[src/rtl/microseq_pkg.sv]
// microseq_pkg: shared definitions for the microprogram sequencer.
//   - mode_e: the eight sequencing modes carried in the microword mode field.
//   - field position helpers: the microword is packed MSB to LSB as
//     ctrl | mode | cinv | csel | naddr. Each helper returns the LSB index of
//     one field for a given set of widths.
//   - f_uword_w: total microword width for a given set of widths.
package microseq_pkg;

    localparam int MODE_W = 3;

    typedef enum logic [MODE_W-1:0] {
        M_NEXT  = 3'd0,
        M_JUMP  = 3'd1,
        M_CJUMP = 3'd2,
        M_MAP   = 3'd3,
        M_CALL  = 3'd4,
        M_RET   = 3'd5,
        M_WAIT  = 3'd6,
        M_HALT  = 3'd7
    } mode_e;

    function automatic int f_csel_lsb(input int addr_w);
        return addr_w;
    endfunction

    function automatic int f_cinv_lsb(input int addr_w, input int csel_w);
        return addr_w + csel_w;
    endfunction

    function automatic int f_mode_lsb(input int addr_w, input int csel_w);
        return addr_w + csel_w + 1;
    endfunction

    function automatic int f_ctrl_lsb(input int addr_w, input int csel_w);
        return addr_w + csel_w + 1 + MODE_W;
    endfunction

    function automatic int f_uword_w(input int ctrl_w, input int csel_w, input int addr_w);
        return ctrl_w + MODE_W + 1 + csel_w + addr_w;
    endfunction

endpackage

[src/rtl/microseq_stack.sv]
// useq_stack: parametrised LIFO holding microsubroutine return addresses.
// Ports:
//   clk, reset   : rising-edge clock, synchronous active-high reset (clears sp only)
//   push, din    : write din on top of the stack; ignored when full
//   pop          : discard the top entry; ignored when empty
//   dout         : current top entry (don't-care when empty)
//   full, empty  : occupancy flags
// Handshake: push and pop are single-cycle strobes; the caller never raises
// both in the same cycle and checks full/empty before relying on the result.
module useq_stack
    import microseq_pkg::*;
#(
    parameter int DEPTH = 4,
    parameter int W     = 4
) (
    input  logic         clk,
    input  logic         reset,
    input  logic         push,
    input  logic         pop,
    input  logic [W-1:0] din,
    output logic [W-1:0] dout,
    output logic         full,
    output logic         empty
);

    localparam int SP_W = $clog2(DEPTH + 1);

    logic [SP_W-1:0] sp_q, sp_d;
    logic [W-1:0]    mem_q [DEPTH];
    logic [W-1:0]    mem_d [DEPTH];

    assign full  = (sp_q == SP_W'(DEPTH));
    assign empty = (sp_q == '0);

    always_comb begin
        sp_d  = sp_q;
        mem_d = mem_q;
        dout  = '0;
        for (int i = 0; i < DEPTH; i++) begin
            // sp points one past the top entry.
            if (sp_q == SP_W'(i + 1)) dout = mem_q[i];
            if (push && !full && (sp_q == SP_W'(i))) mem_d[i] = din;
        end
        if (push && !full) begin
            sp_d = sp_q + SP_W'(1);
        end else if (pop && !empty) begin
            sp_d = sp_q - SP_W'(1);
        end
    end

    always_ff @(posedge clk) begin
        if (reset) begin
            sp_q <= '0;
        end else begin
            sp_q <= sp_d;
        end
        // Entry contents are meaningless until pushed, so they carry no reset.
        mem_q <= mem_d;
    end

endmodule

[src/rtl/microseq.sv]
// microseq: parametrised microprogram sequencer for the multicycle datapath.
// Ports:
//   clk, reset      : rising-edge clock, synchronous active-high reset
//   uaddr           : current microaddress, drives the external control-store ROM
//   uword           : microword returned combinationally by the ROM for uaddr
//   cond            : branch condition inputs, indexed by the csel field
//   map_addr        : opcode-decoded dispatch target for MAP
//   wait_           : memory ready (low = not ready), stalls WAIT words
//   bus_controller  : ctrl field of the current microword, zero during reset
//   halted          : current word is HALT (and reset is low)
//   stack_err       : sticky return-stack overflow/underflow flag
module microseq
    import microseq_pkg::*;
#(
    parameter  int ADDR_W      = 4,
    parameter  int CTRL_W      = 22,
    parameter  int NCOND       = 4,
    parameter  int CSEL_W      = 2,
    parameter  int STACK_DEPTH = 4,
    parameter  int RESET_ADDR  = 0,
    localparam int UWORD_W     = f_uword_w(CTRL_W, CSEL_W, ADDR_W)
) (
    input  logic               clk,
    input  logic               reset,
    output logic [ADDR_W-1:0]  uaddr,
    input  logic [UWORD_W-1:0] uword,
    input  logic [NCOND-1:0]   cond,
    input  logic [ADDR_W-1:0]  map_addr,
    input  logic               wait_,
    output logic [CTRL_W-1:0]  bus_controller,
    output logic               halted,
    output logic               stack_err
);

    localparam int CSEL_LSB = f_csel_lsb(ADDR_W);
    localparam int CINV_LSB = f_cinv_lsb(ADDR_W, CSEL_W);
    localparam int MODE_LSB = f_mode_lsb(ADDR_W, CSEL_W);
    localparam int CTRL_LSB = f_ctrl_lsb(ADDR_W, CSEL_W);
    localparam logic [ADDR_W-1:0] RESET_UADDR = ADDR_W'(RESET_ADDR);

    logic [ADDR_W-1:0] upc_q, upc_d;
    logic              stack_err_q, stack_err_d;

    // Microword fields.
    logic [CTRL_W-1:0] f_ctrl;
    mode_e             f_mode;
    logic              f_cinv;
    logic [CSEL_W-1:0] f_csel;
    logic [ADDR_W-1:0] f_naddr;

    logic              cond_bit;
    logic [ADDR_W-1:0] upc_inc;
    logic              stk_push, stk_pop, stk_full, stk_empty;
    logic [ADDR_W-1:0] stk_dout;

    assign f_ctrl  = uword[CTRL_LSB +: CTRL_W];
    assign f_mode  = mode_e'(uword[MODE_LSB +: MODE_W]);
    assign f_cinv  = uword[CINV_LSB];
    assign f_csel  = uword[CSEL_LSB +: CSEL_W];
    assign f_naddr = uword[ADDR_W-1:0];

    // Wraps naturally at the top of the control store.
    assign upc_inc = upc_q + ADDR_W'(1);

    assign uaddr          = upc_q;
    assign bus_controller = reset ? '0 : f_ctrl;
    assign halted         = (f_mode == M_HALT) && !reset;
    assign stack_err      = stack_err_q;

    // Selected condition; a csel beyond the populated inputs reads as 0.
    always_comb begin
        cond_bit = 1'b0;
        for (int i = 0; i < NCOND; i++) begin
            if (f_csel == CSEL_W'(i)) cond_bit = cond[i];
        end
    end

    always_comb begin
        upc_d       = upc_q;
        stack_err_d = stack_err_q;
        stk_push    = 1'b0;
        stk_pop     = 1'b0;
        case (f_mode)
            M_NEXT:  upc_d = upc_inc;
            M_JUMP:  upc_d = f_naddr;
            M_CJUMP: upc_d = (cond_bit ^ f_cinv) ? f_naddr : upc_inc;
            M_MAP:   upc_d = map_addr;
            M_CALL: begin
                // Overflow drops the return address but still enters the routine.
                stk_push = !stk_full;
                if (stk_full) stack_err_d = 1'b1;
                upc_d = f_naddr;
            end
            M_RET: begin
                if (stk_empty) begin
                    stack_err_d = 1'b1;
                    upc_d       = RESET_UADDR;
                end else begin
                    stk_pop = 1'b1;
                    upc_d   = stk_dout;
                end
            end
            M_WAIT:  upc_d = wait_ ? upc_inc : upc_q;
            M_HALT:  upc_d = upc_q;
            default: upc_d = upc_q;
        endcase
    end

    always_ff @(posedge clk) begin
        if (reset) begin
            upc_q       <= RESET_UADDR;
            stack_err_q <= 1'b0;
        end else begin
            upc_q       <= upc_d;
            stack_err_q <= stack_err_d;
        end
    end

    useq_stack #(
        .DEPTH (STACK_DEPTH),
        .W     (ADDR_W)
    ) u_stack (
        .clk   (clk),
        .reset (reset),
        .push  (stk_push),
        .pop   (stk_pop),
        .din   (upc_inc),
        .dout  (stk_dout),
        .full  (stk_full),
        .empty (stk_empty)
    );

endmodule

[config.mk]
export PLATFORM = sky130hd
export DESIGN_NAME = microseq
export DESIGN_NICKNAME = d
export VERILOG_FILES = /design/src/rtl/microseq_pkg.sv /design/src/rtl/microseq_stack.sv /design/src/rtl/microseq.sv
export SDC_FILE = /design/constraint.sdc
export NUM_CORES = 1
export LEC_CHECK = 0
export CAP_MARGIN = 10
export CORE_MARGIN = 10
export CORE_UTILIZATION = 45
export CTS_CLUSTER_DIAMETER = 120
export DETAILED_ROUTE_END_ITERATION = 7
export PLACE_DENSITY_LB_ADDON = 0.25
export SETUP_SLACK_MARGIN = 0.2
export SYNTH_ARGS = -nofsm -noshare
export SYNTH_HDL_FRONTEND = slang
export SYNTH_SLANG_ARGS = --single-unit
[constraint.sdc]
create_clock -name clk -period 4.6 [get_ports clk]
set_clock_uncertainty 0.1 [all_clocks]
set_input_delay 0.69 -clock clk [delete_from_list [all_inputs] [get_ports clk]]
set_output_delay 0.69 -clock clk [all_outputs]
set_load 0.02 [all_outputs]
==> metrics.cfg <==
[cts]
cts_sinks=24
cts_buffers=3
cts_hold_buf=0
insertion_delay_ps=310
ctsResizeCount=0
htreeDepth=1
cts_tree=built
clkSlewWorstSetupHoldPaths_ps=130
cts-root-buf=clkbuf_4
cts_buffer_depth=2
cts_setup_buffers=0

[critical_path]
critPathCaptureType=output pin
required_ps=3810
rrSetupSlack_ps=2260
startpoint_type=primary input
critPathKind=in2out
cp_max_fo=13
cp.arrival_ps=2430

[die]
initial_core_util_pct=47.66
dieWidth_um=79.91
rows=21
coreArea_um2=3390
dieArea_um2=6386
die_height_um=79.91
ios=71

[yosys]
synthCells=178
yosysWarnings=0
synth_area_leaders=edfxtp_1 (30%), dfxtp_1 (9.9%), nor2b_1 (8.9%)
synthFlopType=edfxtp_1
syn-num-nets=228
seq_area_frac_synth_pct=39.66
synth_top_area_share_pct=29.74
synth.avg_cell_area_um2=9.075
synth-async-reset-ratio_pct=0
synth_cell_types=40
synth-seq-cells=24
syn_area_um2=1615
yosys.area.top_type=edfxtp_1
synth_edf_count=16

[placed_design]
io_buffers=70
dp_slack_ps=1418
dp_hpwl_um=3943
gp_congestion=0.8779

[grt]
overflow=0
grt_max_degree=33
antenna_found_initial=0
grt_pass1_wl_um=7562
track_usage_pct=14.51
grt_pass1_vias=1481

[finish]
diodes=0
fillers=273
areaGrowthSynthToFinish_pct=48.02
nNetsFinal=295
layout-drive-gt1-share_pct=4.098

[detailed_routing]
first_iter_violations=152
ant_nets=0
vias_per_cell=5.307
drt-wirelength-per-cell_um=16.70
drc=0
vias=1539
drt-total-wl_um=4843
first_pass_iters=4

[power_and_ir_drop]
powerDensity_nw_per_um2=240.3
ir_drop_mv=0.1636
p_leak_nw=0.8423

[sta]
period_share_pct=69.96
report.final.slew_viol_count=0
setup_viol=0
rsz0062_at_grt=no
min_period_ps=3218
final_hold_viol_count=0
slew_headroom_pct=58.67
fmax_ghz=0.3107
fin_ws_ps=1382
tns_ps=0
worstMarginPinSlew_ps=615.3

[hold_path]
hold_class=reg2reg

[status]
status=finished, final reports clean

[run]
maxCapViolCount=0

==> per-layer routing <==
metal,GRT usage [%],share of wire (%),up-vias
li1,-,-,771
met1,17.59,41,712
met2,25.44,52,54
met3,4.054,6.4,2
met4,1.585,0.31,0
met5,0,0,-
==> path summary, 6_finish.rpt <==
check | cells past startpoint | to | start
max | 4 | halted | uword[9]
min | 2 | stack_err$_SDFFE_PP0P_ | stack_err$_SDFFE_PP0P_
max reg2reg | 7 | uaddr[0]$_SDFFE_PP0P_ | u_stack.sp_q[2]$_SDFFE_PP0P_
min reg2reg | 2 | stack_err$_SDFFE_PP0P_ | stack_err$_SDFFE_PP0P_
==> cells in the mapped netlist (2+ instances only) <==
library cell and instances:
ha_1 7, a32oi_1 4, buf_2 4, and2_1 3
a211o_1 3, nand2_1 13, a31oi_1 2, nand3_1 5
nand2b_1 2, inv_1 6, edfxtp_1 16, a21oi_1 13
or3_1 3, clkbuf_1 5, o21ai_0 6, nor3_1 2
dfxtp_1 8, nand3b_1 5, o31a_1 2, mux2i_1 5
xnor2_1 3, nor2b_1 23, xor2_1 3, nor2_1 19
==> critical path: stages <==
cell and delay [ps]:
clkdlybuf4s50_1 750, nand2_1 130, nor3b_1 210, clkdlybuf4s50_1 640
==> sequential cells by signal, summed over array words and instances, names as in the netlist <==
register       flops
u_stack.mem_q     16
uaddr              4
u_stack.sp_q       3
stack_err          1
==> area by class of cell <==
| class | instances | area (um^2) | area share, % |
|---|---|---|---|
| clock buffers | 3 | 22.52 | 0.9419 |
| well taps | 46 | 57.56 | 2.407 |
| multi-input cells | 138 | 902.1 | 37.73 |
| flip-flops and latches | 24 | 640.6 | 26.79 |
| clock inverters | 1 | 30.03 | 1.256 |
| inverters | 6 | 22.52 | 0.9419 |
| repair buffers | 72 | 715.7 | 29.93 |
==> cell families after synthesis <==
logic type	count (synthesis)	synth area share [%]
and+or+nand+nor	80	26.72
buffers and inverters	16	4.493
muxes	5	3.098
AOI/OAI and AO/OA	40	17.35
xor gates and xnor gates	6	3.254
DFF	24	39.66
adders and majority gates	7	5.422
==> power by group <==
part	leakage, nW	internal (mW)	switching [mW]	total (mW)
logic	0.604	0.0897	0.0821	0.172
clock network	0.0279	0.0880	0.0642	0.152
registers	0.211	0.242	0.00820	0.251
==> stage by stage <==
| step | power (mW) | hold slack [ps] | instance area [um^2] | instances | util [%] |
|---|---|---|---|---|---|
| 3_3_place_gp | 0.4246 | 353.3 | 2338 | 286 | 68.99 |
| 3_5_place_dp | 0.4269 | 359.8 | 2338 | 286 | 68.99 |
| 2_1_floorplan | 0.3429 | 391.8 | 1615 | 178 | - |
| 4_1_cts | 0.5793 | 391.0 | 2391 | 290 | 70.54 |
| 5_1_grt | 0.6021 | 406.3 | 2391 | 290 | 70.54 |
| 6_report | 0.5745 | 386.8 | 2391 | 290 | 70.54 |
==> layout by cell type (no fill, tap or decap), drive strengths merged, types with 6 or more instances in the layout <==
| cell | synthesis | routed |
|---|---|---|
| a21oi | 13 | 13 |
| clkdlybuf4s50 | 0 | 70 |
| dfxtp | 8 | 8 |
| edfxtp | 16 | 16 |
| ha | 7 | 7 |
| inv | 6 | 6 |
| nand2 | 13 | 13 |
| nor2 | 19 | 19 |
| nor2b | 23 | 23 |
| o21ai | 7 | 7 |
Power figures use the tool's default switching activity.
